<file path="config.mk">
export PLATFORM = sky130hd
export DESIGN_NAME = lsu
export DESIGN_NICKNAME = d
export VERILOG_FILES = /design/src/rtl/lsu.sv
export SDC_FILE = /design/constraint.sdc
export NUM_CORES = 1
export LEC_CHECK = 0
export ABC_CLOCK_PERIOD_IN_PS = 1700
export BUFFER_PORTS_ARGS = -buffer_cell sky130_fd_sc_hd__buf_2
export CORE_MARGIN = 3
export CORE_UTILIZATION = 35
export DETAILED_ROUTE_END_ITERATION = 10
export PLACE_DENSITY = 0.62
export SYNTH_ARGS = -nofsm -noshare
export SYNTH_HDL_FRONTEND = slang
export SYNTH_SLANG_ARGS = --single-unit
</file>
<file path="constraint.sdc">
create_clock -name clk_i -period 1.7 [get_ports clk_i]
set_input_delay 0.085 -clock clk_i [delete_from_list [all_inputs] [get_ports clk_i]]
set_output_delay 0.085 -clock clk_i [all_outputs]
set_load 0.03 [all_outputs]
</file>
<file path="src/rtl/lsu.sv">
// Load/store unit: one outstanding data-memory access, lane steering for stores, extraction for loads.
// Latency: request accepted at edge N -> bus request from N+1; ready at edge M -> writeback/done pulse in M+1.
// Backpressure: ex_ready_o is high only when idle; a stalled bus is abandoned after TIMEOUT_CYC cycles.
module lsu #(
    parameter int unsigned TIMEOUT_CYC = 16
) (
    input  logic        clk_i,
    input  logic        rst_n_i,
    input  logic        ex_valid_i,
    output logic        ex_ready_o,
    input  logic        ex_mem_read_i,
    input  logic        ex_mem_write_i,
    input  logic [2:0]  ex_funct3_i,
    input  logic [31:0] ex_addr_i,
    input  logic [31:0] ex_wdata_i,
    input  logic [4:0]  ex_rd_i,
    output logic        dmem_valid_o,
    output logic        dmem_we_o,
    output logic [31:0] dmem_addr_o,
    output logic [31:0] dmem_wdata_o,
    output logic [3:0]  dmem_wstrb_o,
    input  logic [31:0] dmem_rdata_i,
    input  logic        dmem_ready_i,
    output logic        wb_valid_o,
    output logic [4:0]  wb_rd_o,
    output logic [31:0] wb_data_o,
    output logic        st_done_o,
    output logic        err_o,
    output logic [1:0]  err_cause_o
);

    typedef enum logic [1:0] {
        IDLE = 2'd0,
        WAIT = 2'd1,
        RESP = 2'd2
    } state_t;

    localparam logic [1:0] CAUSE_MISAL   = 2'b01;
    localparam logic [1:0] CAUSE_ILLEGAL = 2'b10;
    localparam logic [1:0] CAUSE_TIMEOUT = 2'b11;

    state_t      state_q, state_d;
    logic [31:0] addr_q, wdata_q, rdata_q;
    logic [3:0]  wstrb_q;
    logic        we_q;
    logic [2:0]  funct3_q;
    logic [4:0]  rd_q;
    logic [7:0]  cnt_q;
    logic        err_q, err_d;
    logic [1:0]  cause_q, cause_d;

    logic        accept, rw_one, rw_none, illegal, misal, go, timeout;
    logic [31:0] lane_wdata;
    logic [3:0]  lane_wstrb;
    logic [31:0] shifted;

    // Request classification
    always_comb begin
        accept  = ex_valid_i && (state_q == IDLE);
        rw_one  = ex_mem_read_i ^ ex_mem_write_i;
        rw_none = !ex_mem_read_i && !ex_mem_write_i;
        illegal = (ex_mem_read_i && ex_mem_write_i)
               || (ex_mem_read_i && !ex_mem_write_i &&
                   (ex_funct3_i == 3'd3 || ex_funct3_i == 3'd6 || ex_funct3_i == 3'd7))
               || (ex_mem_write_i && !ex_mem_read_i && (ex_funct3_i >= 3'd3));
        misal   = !illegal && !rw_none &&
                  (((ex_funct3_i[1:0] == 2'd1) && ex_addr_i[0]) ||
                   ((ex_funct3_i[1:0] == 2'd2) && (ex_addr_i[1:0] != 2'd0)));
        go      = accept && rw_one && !illegal && !misal;
        timeout = (state_q == WAIT) && !dmem_ready_i && (cnt_q == 8'(TIMEOUT_CYC - 1));
    end

    // Store lane replication and byte strobes; loads present no strobes
    always_comb begin
        lane_wdata = 32'd0;
        lane_wstrb = 4'd0;
        if (ex_mem_write_i) begin
            case (ex_funct3_i[1:0])
                2'd0: begin
                    lane_wdata = {4{ex_wdata_i[7:0]}};
                    lane_wstrb = 4'b0001 << ex_addr_i[1:0];
                end
                2'd1: begin
                    lane_wdata = {2{ex_wdata_i[15:0]}};
                    lane_wstrb = 4'b0011 << ex_addr_i[1:0];
                end
                default: begin
                    lane_wdata = ex_wdata_i;
                    lane_wstrb = 4'b1111;
                end
            endcase
        end
    end

    always_ff @(posedge clk_i or negedge rst_n_i) begin
        if (!rst_n_i) begin
            state_q <= IDLE;
            err_q   <= 1'b0;
            cause_q <= 2'b00;
        end else begin
            state_q <= state_d;
            err_q   <= err_d;
            cause_q <= cause_d;
        end
    end

    always_comb begin
        state_d      = state_q;
        err_d        = 1'b0;
        cause_d      = 2'b00;
        ex_ready_o   = 1'b0;
        dmem_valid_o = 1'b0;
        wb_valid_o   = 1'b0;
        st_done_o    = 1'b0;
        case (state_q)
            IDLE: begin
                ex_ready_o = 1'b1;
                if (accept && illegal) begin
                    err_d   = 1'b1;
                    cause_d = CAUSE_ILLEGAL;
                end else if (accept && misal) begin
                    err_d   = 1'b1;
                    cause_d = CAUSE_MISAL;
                end else if (go) begin
                    state_d = WAIT;
                end
            end
            WAIT: begin
                dmem_valid_o = 1'b1;
                if (dmem_ready_i) begin
                    state_d = RESP;
                end else if (timeout) begin
                    state_d = IDLE;
                    err_d   = 1'b1;
                    cause_d = CAUSE_TIMEOUT;
                end
            end
            RESP: begin
                wb_valid_o = !we_q;
                st_done_o  = we_q;
                state_d    = IDLE;
            end
            default: state_d = IDLE;
        endcase
    end

    always_ff @(posedge clk_i or negedge rst_n_i) begin
        if (!rst_n_i) begin
            addr_q   <= 32'd0;
            wdata_q  <= 32'd0;
            wstrb_q  <= 4'd0;
            we_q     <= 1'b0;
            funct3_q <= 3'd0;
            rd_q     <= 5'd0;
            cnt_q    <= 8'd0;
            rdata_q  <= 32'd0;
        end else begin
            if (go) begin
                addr_q   <= ex_addr_i;
                wdata_q  <= lane_wdata;
                wstrb_q  <= lane_wstrb;
                we_q     <= ex_mem_write_i;
                funct3_q <= ex_funct3_i;
                rd_q     <= ex_rd_i;
                cnt_q    <= 8'd0;
            end else if (state_q == WAIT && !dmem_ready_i) begin
                cnt_q <= cnt_q + 8'd1;
            end
            if (state_q == WAIT && dmem_ready_i) begin
                rdata_q <= dmem_rdata_i;
            end
        end
    end

    // Load lane extraction from the captured word
    always_comb begin
        shifted = rdata_q >> {addr_q[1:0], 3'b000};
        case (funct3_q)
            3'd0:    wb_data_o = {{24{shifted[7]}}, shifted[7:0]};
            3'd1:    wb_data_o = {{16{shifted[15]}}, shifted[15:0]};
            3'd4:    wb_data_o = {24'd0, shifted[7:0]};
            3'd5:    wb_data_o = {16'd0, shifted[15:0]};
            default: wb_data_o = shifted;
        endcase
    end

    assign dmem_we_o    = we_q;
    assign dmem_addr_o  = {addr_q[31:2], 2'b00};
    assign dmem_wdata_o = wdata_q;
    assign dmem_wstrb_o = wstrb_q;
    assign wb_rd_o      = rd_q;
    assign err_o        = err_q;
    assign err_cause_o  = cause_q;

endmodule
</file>
; ---- Yosys cells after proc, flatten, opt, wreduce, memory -nomap -nowiden
; Cells that the tools add are included.
[totals]
ff_bits = 122
inputBits = 110
out_inout_bits = 113
word_cells = 96
[op_classes]
n_addsub = 1
n_lt_le_gt_ge = 1
n_eq_ne = 15
n_shift = 3
mux = 27
bitwise = 1
reduce_logical = 37
[op_table]
columns = operator, count
row1 = $pmux W32 S4, 1
row2 = $pmux W32 S2, 1
row3 = $mux W32, 1
row4 = $shr A32 B5 Y32, 1
row5 = $logic_and A1 B1 Y1, 19
row6 = $mux W2, 8
row7 = $mux W8, 2
row8 = $eq A3 B3 Y1 const B, 4
row9 = $mux W1, 9
row10 = $add A8 B1 Y8 const B, 1
row11 = $eq A8 B4 Y1 const B, 1
row12 = $pmux W2 S2, 2
row13 = $pmux W4 S2, 1
row14 = $logic_not A1 Y1, 7
row15 = $ne A2 B2 Y1 const B, 3
row16 = $logic_or A1 B1 Y1, 5
row17 = $eq A2 B1 Y1 const B, 2
row18 = $eq A2 B2 Y1 const B, 2
row19 = $logic_not A2 Y1, 2
row20 = $mux W4, 1
row21 = $reduce_and A4 Y1, 1
row22 = $reduce_bool A2 Y1, 2
row23 = $shl A1 B2 Y4 const A, 1
row24 = $shl A2 B2 Y4 const A, 1
row25 = 7 further kinds, 7

; ---- Longest topological paths before layout
; Gate-level depths: netlist of run 1.
[depth]
word_depth = 15
mapped_depth = 8
ltp_nobuf = 6

; ---- Worst setup path before layout of run 1
; No wires, ideal clock.
[synth_path]
path_kind = reg2out
from = register addr_q[1]
to = output port wb_data_o[10]
arrival_ns = 1.777
slack_ns = -0.162
stages_incl_launch_ff = 5
path_buffers = 1
cell_sequence = dfrtp_1 -> clkbuf_1 -> nor2b_1 -> a21oi_1 -> o21ai_0
[synth_between]
elab_chain_len = 2
[synth_rtl]
columns = element, line_no
row1 = start: declaration, 43  ; logic [31:0] addr_q, wdata_q, rdata_q;
row2 = start signal: assignment, 159  ; addr_q <= ex_addr_i;
row3 = $shr A32 B5 Y32, 177  ; shifted = rdata_q >> {addr_q[1:0], 3'b000};
row4 = $pmux W32 S4, 178  ; case (funct3_q)
row5 = end: declaration, 26  ; output logic [31:0] wb_data_o,
; Every way passes these cells.

; ---- Worst setup path in the final report of run 1
[layout_path]
from = register addr_q[0]
to = output port wb_data_o[30]
; Same word-level chain as after synthesis.

==> results of run 1 <==
-- per-stage QoR --
stage	hold slack [ps]	setup TNS, ps	cell area (um^2)	setup WS, ps	std cells
floorplan	-211	-592	6090	-137	522
global placement	-42.1	0	7440	9.73	939
detailed placement	-39.0	-1530	7440	-47.5	939
CTS	2.28	-9610	9310	-349	1068
global route	6.94	-15360	9870	-491	1085
finish	13.8	-9710	9870	-372	1085
-- final timing paths --
check	start	end	slack, ps	depth (start not counted)
setup / recovery	addr_q[0]$_DFFE_PN0N_	wb_data_o[30]	-370	6
hold / removal	ex_wdata_i[27]	dmem_wdata_o[27]$_DFFE_PN0N_	10	4
setup reg to reg	state_q[1]$_DFFE_PN0P_	addr_q[13]$_DFFE_PN0N_	-50	6
hold reg to reg	dmem_wstrb_o[3]$_DFFE_PN0N_	dmem_wstrb_o[3]$_DFFE_PN0N_	490	1
max in group asynchronous	rst_n_i	addr_q[0]$_DFFE_PN0N_	1030	3
min in group asynchronous	rst_n_i	rdata_q[18]$_DFFE_PN0P_	70	2
-- flip-flops by register name (all words and copies together) (netlist names), 2 cells and up --
name	flops
addr_q	32
dmem_wdata_o	32
rdata_q	32
cnt_q	8
wb_rd_o	5
dmem_wstrb_o	4
funct3_q	3
err_cause_o	2
state_q	2
-- timing repair --
item,in CTS,in global routing
endpoints found under the setup margin,57,118
endpoints found under the hold margin,211,0
resized for setup,66,115
buffers inserted,5,14
gates cloned,3,4
pin swaps,8,25
hold buffers,90,0
-- per-layer routing --
layer	part of all wire, %	GRT usage (%)
met1	40	22.5
met2	51	34.0
met3	6.5	5.81
met4	1.7	6.64
met5	0.15	0
-- synthesized netlist by cell type, drive strengths merged (2+ instances only) --
| library cell | count | share of area [%] |
|---|---|---|
| nand4 | 2 | 0.21 |
| mux2i | 41 | 6.7 |
| buf | 53 | 6.2 |
| nor2 | 24 | 1.6 |
| dfrtp | 122 | 50 |
| mux2 | 71 | 13 |
| xor2 | 4 | 0.58 |
| inv | 4 | 0.25 |
| clkbuf | 7 | 0.43 |
| nand3b | 2 | 0.25 |
| xnor2 | 3 | 0.43 |
| a211oi | 7 | 0.86 |
| a22o | 19 | 2.7 |
| nor3 | 2 | 0.16 |
| o22ai | 2 | 0.21 |
| nand2 | 36 | 2.3 |
| o31ai | 7 | 0.86 |
| nand3 | 5 | 0.41 |
| o21ai | 40 | 3.3 |
| nor2b | 10 | 1.0 |
| nor3b | 2 | 0.33 |
| nand2b | 3 | 0.31 |
| o2bb2ai | 9 | 1.3 |
| a21oi | 20 | 1.6 |
| o211ai | 3 | 0.37 |
| ha | 5 | 1.0 |
-- kinds of logic (layout without fill, tap and decap cells) --
family | after synthesis | count (layout) | synth area share [%]
flops | 122 | 122 | 50.2
compound gates | 115 | 115 | 13.0
mux | 112 | 112 | 20.0
simple gates | 94 | 94 | 7.78
buf+inv | 65 | 407 | 6.97
xor+xnor | 7 | 7 | 1.01
fa+ha+maj | 5 | 5 | 1.03
other cells | 1 | 3 | 0.0617
-- power by group through the flow --
| stage | registers, mW | logic, mW | clock network, mW |
|---|---|---|---|
| after floorplan | 5.10 | 4.59 | 0 |
| after global placement | 4.66 | 6.75 | 0 |
| after detailed placement | 4.69 | 6.85 | 0 |
| after CTS | 4.70 | 7.62 | 3.99 |
| after global routing | 4.92 | 9.26 | 4.15 |
| final | 4.80 | 8.71 | 3.91 |
-- cell type report --
| cell class | instances | share of cell area [%] |
|---|---|---|
| Sequential cell | 122 | 31.0 |
| Multi-Input combinational cell | 335 | 30.3 |
| Timing Repair Buffer | 370 | 29.2 |
| Clock buffer | 20 | 4.53 |
| Tap cell | 220 | 2.79 |
| Clock inverter | 12 | 1.99 |
| Inverter | 5 | 0.203 |
| Antenna cell | 1 | 0.0254 |
-- tightest hold or removal path: stages --
cell	delay, ps
buf_2	80
nand2_1	40
o21ai_0	60
a22o_1	130
==> flow_metrics.py, run 1 <==
metrics = {
    "floorplan": {
        "start_util_pct": 36.2,
        "num_rows": 47,
        "die_area_mm2": 0.0190,
        "dieWidth_um": 138,
        "io_pins": 223,
        "core_area_mm2": 0.0168,
        "die_h_um": 138,
    },
    "outcome": {
        "status": "finished with violations",
        "violations": "negative setup slack",
    },
    "grt": {
        "grt_pass1_vias": 5629,
        "grt_max_degree": 59,
        "grt_pass1_wl_um": 28300,
        "grt-ovfl-total": 0,
        "antenna_found_initial": 3,
        "grt_usage_pct": 19.4,
    },
    "drt": {
        "ant_nets": 0,
        "via_count": 5413,
        "detail_route.first_pass.iterations": 5,
        "drc": 0,
        "via_per_inst": 4.99,
        "routed_wl_um": 19500,
        "wl_per_cell_um": 18.0,
        "first_iter_violations": 160,
    },
    "cts": {
        "clock_latency_ps": 420,
        "tritoncts": "done",
        "cts_root_buf": "clkbuf_16",
        "cts_buffers": 17,
        "clk_pin_slew_ps": 60,
        "htreeDepth": 4,
        "clockBufferDepth": 2,
        "cts_sinks": 122,
    },
    "yosys": {
        "synth_edf_count": 0,
        "synth_area_mm2": 0.00608,
        "yosysUniqueCellTypes": 53,
        "synthArstFlopShare_pct": 100,
        "synth-warning-count": 0,
        "ys_seq_area_share_pct": 50.2,
        "ys_ff_latch": 122,
        "avgSynthCellArea_um2": 11.7,
        "synth_ff_type": "dfrtp_1",
        "synth_cells": 521,
    },
    "placement": {
        "place_congestion": 0.892,
        "dpl.hpwl_um": 12600,
        "io_buffers": 220,
    },
    "power_and_ir_drop": {
        "power_mw": 17.4,
        "power_frac_comb_pct": 50.0,
        "vdd_drop_max_v": 0.00151,
        "p_seq_share_pct": 27.5,
        "cellPowerDensity_mw_per_mm2": 1760,
        "p_leak_nw": 4.74,
        "pwr-share-clk_pct": 22.4,
        "p_sw_share_pct": 40.7,
        "netSwitchingPower_mw": 7.08,
        "internal_power_mw": 10.3,
    },
    "sta": {
        "fin_ws_ps": -372,
        "rsz0062_at_grt": "true",
        "finalMaxSlewViolations": 0,
        "hold_viol": 0,
        "max_freq_mhz": 483,
        "final.period_utilization_pct": 122,
        "fin_crit_ps": 2070,
        "fin_worst_skew_ps": 12.9,
        "setup_violations": 61,
    },
    "cells_and_area": {
        "n_fill_cell": 1367,
        "layout-drive-gt1-share_pct": 52.8,
        "multiInputGateArea_mm2": 0.00299,
        "nets": 966,
        "area_growth_pct": 62.3,
        "final_common_cell": "buf_2",
        "layout_common_cells": "188 x buf_2, 120 x dfrtp_1, 90 x dlygate4sd3_1",
        "post-route-util_pct": 58.7,
        "seq_area_mm2": 0.00306,
    },
    "critical_path": {
        "path_buf_inv": 2,
        "cp_max_fo": 8,
        "worstSetupPathType": "register to output pin",
        "worstPathArrival_ps": 1990,
        "cp_slowest_cell": "dfrtp_2",
        "critical_path.startpoint_type": "register",
        "path_cells": "mux2i_2, mux2i_1, o211ai_1, buf_4, nand2_2, buf_6",
        "worstPathRequired_ps": 1620,
        "crit_family": "flip-flops",
        "max_stage_delay_ps": 440,
        "cp-end-kind": "output pin",
    },
    "min_path": {
        "hold_path.class": "primary input to register",
    },
    "job": {
        "drv_cap": 0,
    },
}
Note: power is estimated with default switching activity, not from simulation.
==> run 2: changes to the inputs <==
MAX_ROUTING_LAYER = met4   (was default)
==> run 2 against run 1 <==
  * The run still ends with negative setup slack left
  * Die area is the same
  * Maximum frequency down 0.49%
  * Core utilization shrank 0.75 points
  * Flip-flop and latch count stayed put
  * First-iteration DRC count increased by 14%
==> flow_metrics.py, run 2 (synthesis results as in run 1) <==
metrics = {
    "grt": {
        "grt_max_degree": 123,
        "grt_pass1_wl_um": 28600,
        "antenna_found_initial": 1,
        "grt_pass1_vias": 5651,
        "grt-ovfl-total": 0,
        "grt_usage_pct": 20.1,
    },
    "cts": {
        "cts_sinks": 122,
        "clockBufferDepth": 2,
        "tritoncts": "done",
        "clk_pin_slew_ps": 60,
        "clock_latency_ps": 410,
        "htreeDepth": 4,
        "cts_root_buf": "clkbuf_16",
        "cts_buffers": 17,
    },
    "drt": {
        "top_layer": "met4",
        "via_count": 5466,
        "wl_per_cell_um": 18.0,
        "detail_route.first_pass.iterations": 4,
        "ant_nets": 0,
        "routed-wl-met2_um": 9970,
        "met1_length_um": 7990,
        "first_iter_violations": 183,
        "drc": 0,
        "routed_wl_um": 19600,
        "wl_met3_um": 1250,
        "via_per_inst": 5.01,
    },
    "cells_and_area": {
        "stdcell_area_mm2": 0.00974,
        "post-route-util_pct": 57.9,
        "area_growth_pct": 60.2,
        "final_common_cell": "buf_2",
        "layout-drive-gt1-share_pct": 51.3,
        "layout_common_cells": "187 x buf_2, 119 x dfrtp_1, 90 x dlygate4sd3_1",
        "nets": 970,
    },
    "critical_path": {
        "reg2reg_to": "dmem_wdata_o[0]$_DFFE_PN0N_",
        "path_cells": "buf_4, mux2i_4, nand3b_1, o211ai_1, buf_4, o21ai_0, buf_4",
        "cp_slowest_cell": "dfrtp_2",
        "worstSetupPathType": "register to output pin",
        "cp_max_fo": 8,
        "regToRegStartpoint": "state_q[1]$_DFFE_PN0P_",
        "worstPathArrival_ps": 2000,
        "regToRegSetupSlack_ps": 10,
        "max_stage_delay_ps": 430,
        "worstPathRequired_ps": 1620,
        "ff2ff_path_depth": 6,
        "cp-end-kind": "output pin",
        "crit_path_frequent_cell": "buf_4",
        "critical_path.startpoint_type": "register",
    },
    "outcome": {
        "status": "finished with violations",
        "violations": "negative setup slack",
    },
    "min_path": {
        "holdPathStages": 4,
        "hold_path.class": "primary input to register",
        "worstHoldStart": "ex_wdata_i[27]",
        "min_to": "dmem_wdata_o[27]$_DFFE_PN0N_",
    },
    "sta": {
        "fin_worst_skew_ps": 7.72,
        "setup_violations": 32,
        "worst_pin_slew_ps": 669,
        "fin_crit_ps": 2080,
        "final.period_utilization_pct": 122,
        "hold_viol": 0,
        "finalMaxSlewViolations": 0,
        "rsz0062_at_grt": "true",
        "fin_ws_ps": -382,
        "max_freq_mhz": 480,
        "fin_setup_tns_ps": -9630,
        "max-slew-margin-rel_pct": 55.4,
    },
    "floorplan": {
        "core_area_mm2": 0.0168,
        "die_h_um": 138,
        "die_area_mm2": 0.0190,
        "dieWidth_um": 138,
        "io_pins": 223,
        "num_rows": 47,
        "start_util_pct": 36.2,
    },
    "placement": {
        "place_congestion": 0.911,
        "io_buffers": 220,
        "place_ws_ps": -69.8,
        "dpl.hpwl_um": 12600,
        "post_dp_cell_area_mm2": 0.00741,
    },
    "power_and_ir_drop": {
        "cellPowerDensity_mw_per_mm2": 1780,
        "p_leak_nw": 4.71,
        "power_mw": 17.3,
        "vdd_drop_max_v": 0.00153,
    },
    "job": {
        "drv_cap": 0,
    },
}
-- run 2: cell types whose count changed in the layout (fill, tap and decap cells not counted), moves of 4 or more --
cell / delta
buf_4: +13
buf_6: -6
o21ai_2: -5
a21oi_2: -4
buf_12: -4
o21ai_0: +4
-- run 2: metrics by stage --
stage	hold slack (ps)	instances
4_1_cts	6.30	1078
3_3_place_gp	229	939
2_1_floorplan	-211	522
3_5_place_dp	246	939
5_1_grt	34.4	1089
6_report	26.0	1090
-- run 2: timing repair --
item                       in CTS  in global routing
buffers inserted               13                  7
hold endpoints to repair      211                  0
gates resized for setup        78                 64
setup endpoints to repair      58                 98
hold buffers                   90                  0
pin swaps                      12                 21
cloned                          4                  4
-- run 2: layout make-up --
type	count	area, um^2
tap	220	275
clock buffer	18	439
inverter	5	20.0
antenna	2	5.00
timing repair buffer	374	2860
sequential	122	3060
clock inverter	14	220
multi-input combinational	335	2870
fill	1380	7070
-- run 2: how the worst max path moves through the flow --
stage,slack [ps],to,from,cells after the start
6_report,-380,wb_data_o[19],addr_q[0]$_DFFE_PN0N_,7
5_1_grt,-480,wb_data_o[19],addr_q[0]$_DFFE_PN0N_,6
4_1_cts,-330,wb_data_o[21],addr_q[0]$_DFFE_PN0N_,6
3_5_place_dp,-70,dmem_wdata_o[22]$_DFFE_PN0N_,ex_mem_read_i,8
3_3_place_gp,20,wb_data_o[16],addr_q[0]$_DFFE_PN0N_,6
2_1_floorplan,-140,wb_data_o[19],addr_q[0]$_DFFE_PN0N_,6
-- run 2: where the power goes --
part / internal (mW) / switching [mW]
Combinational: 3.61 / 4.88
Clock: 2.65 / 1.36
Sequential: 3.96 / 0.845
Total: 10.2 / 7.08
-- run 2: routing by layer --
metal	track usage [%]	vias up
met5	-	-
met4	7.24	0
met3	4.86	31
met2	34.1	243
met1	23.3	2671
li1	-	2521
-- run 2: critical path, delay by kind of cell, from the launching register on --
family / cells / cell delay, ps
AOI/OAI and AO/OA: 2 / 260
and+or+nand+nor: 1 / 110
buffers and inverters: 3 / 550
DFF: 1 / 430
muxes: 1 / 250
==> run 3: changes to the inputs <==
--- a/config.mk
+++ b/config.mk
@@ -11,5 +11,4 @@
 export CORE_UTILIZATION = 35
 export DETAILED_ROUTE_END_ITERATION = 10
-export MAX_ROUTING_LAYER = met4
 export PLACE_DENSITY = 0.62
 export SYNTH_ARGS = -nofsm -noshare
==> constraint.sdc (replaced) <==
create_clock -name clk_i -period 1.7 [get_ports clk_i]
set_input_delay 0.085 -clock clk_i [delete_from_list [all_inputs] [get_ports clk_i]]
set_output_delay 0.085 -clock clk_i [all_outputs]
set_load 0.1 [all_outputs]
==> run 3 against run 2 <==
  * The run still ends with negative setup slack left
  * Via count rose by 1.1%
  * Count of clock-buffer cells in the layout grew 7
  * Flip-flop and latch count unchanged
  * Critical path depth down 1
==> flow_metrics.py, run 3 (synthesis results as in run 1) <==
metrics = {
    "outcome": {
        "status": "finished with violations",
        "violations": "negative setup slack",
    },
    "cts": {
        "htreeDepth": 4,
        "clock_latency_ps": 410,
        "tritoncts": "done",
        "cts_buffers": 17,
        "cts_root_buf": "clkbuf_16",
        "cts_sinks": 122,
        "clockBufferDepth": 2,
        "clk_pin_slew_ps": 50,
    },
    "grt": {
        "grt_pass1_vias": 5975,
        "grt_usage_pct": 21.3,
        "grt_pass1_wl_um": 31500,
        "antenna_found_initial": 0,
        "grt-ovfl-total": 0,
        "grt_max_degree": 71,
    },
    "sta": {
        "fin_crit_ps": 2120,
        "setup_violations": 81,
        "hold_viol": 0,
        "finalMaxSlewViolations": 0,
        "max-slew-margin-rel_pct": 63.8,
        "final.period_utilization_pct": 125,
        "worst_pin_slew_ps": 542,
        "fin_ws_ps": -421,
        "fin_worst_skew_ps": 6.72,
        "max_freq_mhz": 471,
        "rsz0062_at_grt": "true",
    },
    "cells_and_area": {
        "layout-drive-gt1-share_pct": 56.2,
        "nets": 983,
        "final_common_cell": "buf_2",
        "antenna_cells": 0,
        "layout_common_cells": "183 x buf_2, 117 x dfrtp_1, 89 x dlygate4sd3_1",
        "n_fill_cell": 1276,
        "post-route-util_pct": 63.5,
        "area_growth_pct": 75.6,
    },
    "drt": {
        "wl_per_cell_um": 18.8,
        "drc": 0,
        "ant_nets": 0,
        "routed_wl_um": 20700,
        "via_count": 5524,
        "first_iter_violations": 202,
        "via_per_inst": 5.02,
        "detail_route.first_pass.iterations": 7,
    },
    "floorplan": {
        "dieWidth_um": 138,
        "die_h_um": 138,
        "io_pins": 223,
        "core_area_mm2": 0.0168,
        "num_rows": 47,
        "start_util_pct": 36.2,
        "die_area_mm2": 0.0190,
    },
    "min_path": {
        "hold_path.class": "primary input to register",
    },
    "critical_path": {
        "cp_max_fo": 8,
        "worstPathArrival_ps": 2040,
        "worstSetupPathType": "register to output pin",
        "cp-end-kind": "output pin",
        "critical_path.startpoint_type": "register",
        "worstPathRequired_ps": 1620,
    },
    "placement": {
        "io_buffers": 220,
        "place_congestion": 0.830,
        "dpl.hpwl_um": 13400,
    },
    "job": {
        "drv_cap": 0,
    },
}
==> run 3: worst max-delay path, cell delays in order, from the launching register on <==
cell	delay, ps
dfrtp_2	440
mux2i_2	270
mux2i_1	110
o211ai_1	220
bufbuf_16	330
o21ai_2	80
buf_12	170
==> run 3: routing by layer <==
metal	routed length, um	GRT usage [%]	part of all wire [%]	vias up
li1	-	-	-	2543
met1	8530	25.9	41	2739
met2	10600	37.0	51	207
met3	1180	5.15	5.7	35
met4	380	7.41	1.8	0
met5	0	0	0	-
==> run 3: final timing paths <==
kind	start	end	slack [ps]	depth (start not counted)
setup reg to reg	state_q[1]$_DFFE_PN0P_	addr_q[30]$_DFFE_PN0N_	-140	6
max in group asynchronous	rst_n_i	addr_q[0]$_DFFE_PN0N_	850	3
hold reg to reg	dmem_wdata_o[18]$_DFFE_PN0N_	dmem_wdata_o[18]$_DFFE_PN0N_	490	1
hold / removal	ex_wdata_i[29]	dmem_wdata_o[29]$_DFFE_PN0N_	30	4
setup / recovery	addr_q[0]$_DFFE_PN0N_	wb_data_o[23]	-420	6
min in group asynchronous	rst_n_i	rdata_q[12]$_DFFE_PN0P_	150	2
==> run 3: cell type report <==
| type | count | area [um^2] | share of cell area (%) |
|---|---|---|---|
| clock buffers | 25 | 505 | 4.73 |
| well taps | 220 | 275 | 2.58 |
| flip-flops and latches | 122 | 3060 | 28.6 |
| clock inverters | 7 | 87.6 | 0.820 |
| inverters | 5 | 20.0 | 0.187 |
| repair buffers | 387 | 3430 | 32.1 |
| multi-input cells | 335 | 3300 | 30.9 |
==> run 3: through the flow <==
step | cell area [um^2] | hold slack, ps | setup TNS (ps) | setup slack [ps] | std cells
after floorplan | 6450 | -211 | -4720 | -247 | 522
after global placement | 8410 | 35.7 | -40.0 | -21.0 | 960
after detailed placement | 8410 | 40.9 | -2040 | -101 | 960
after CTS | 10400 | 1.47 | -14060 | -444 | 1093
after global routing | 10700 | 11.5 | -21340 | -545 | 1101
final | 10700 | 26.2 | -14680 | -421 | 1101
==> run 3: timing repair <==
| item | in CTS | in global routing |
|---|---|---|
| setup endpoints to repair | 59 | 111 |
| hold endpoints to repair | 124 | 0 |
| hold buffers | 89 | 0 |
| buffers inserted | 5 | 9 |
| pin swaps | 22 | 12 |
| gates cloned | 7 | 3 |
| resized for setup | 55 | 57 |
Power of run 3 is left out: the tool's default activity adds up to more than one toggle a clock period on the data nets, which glitch-free logic cannot reach.
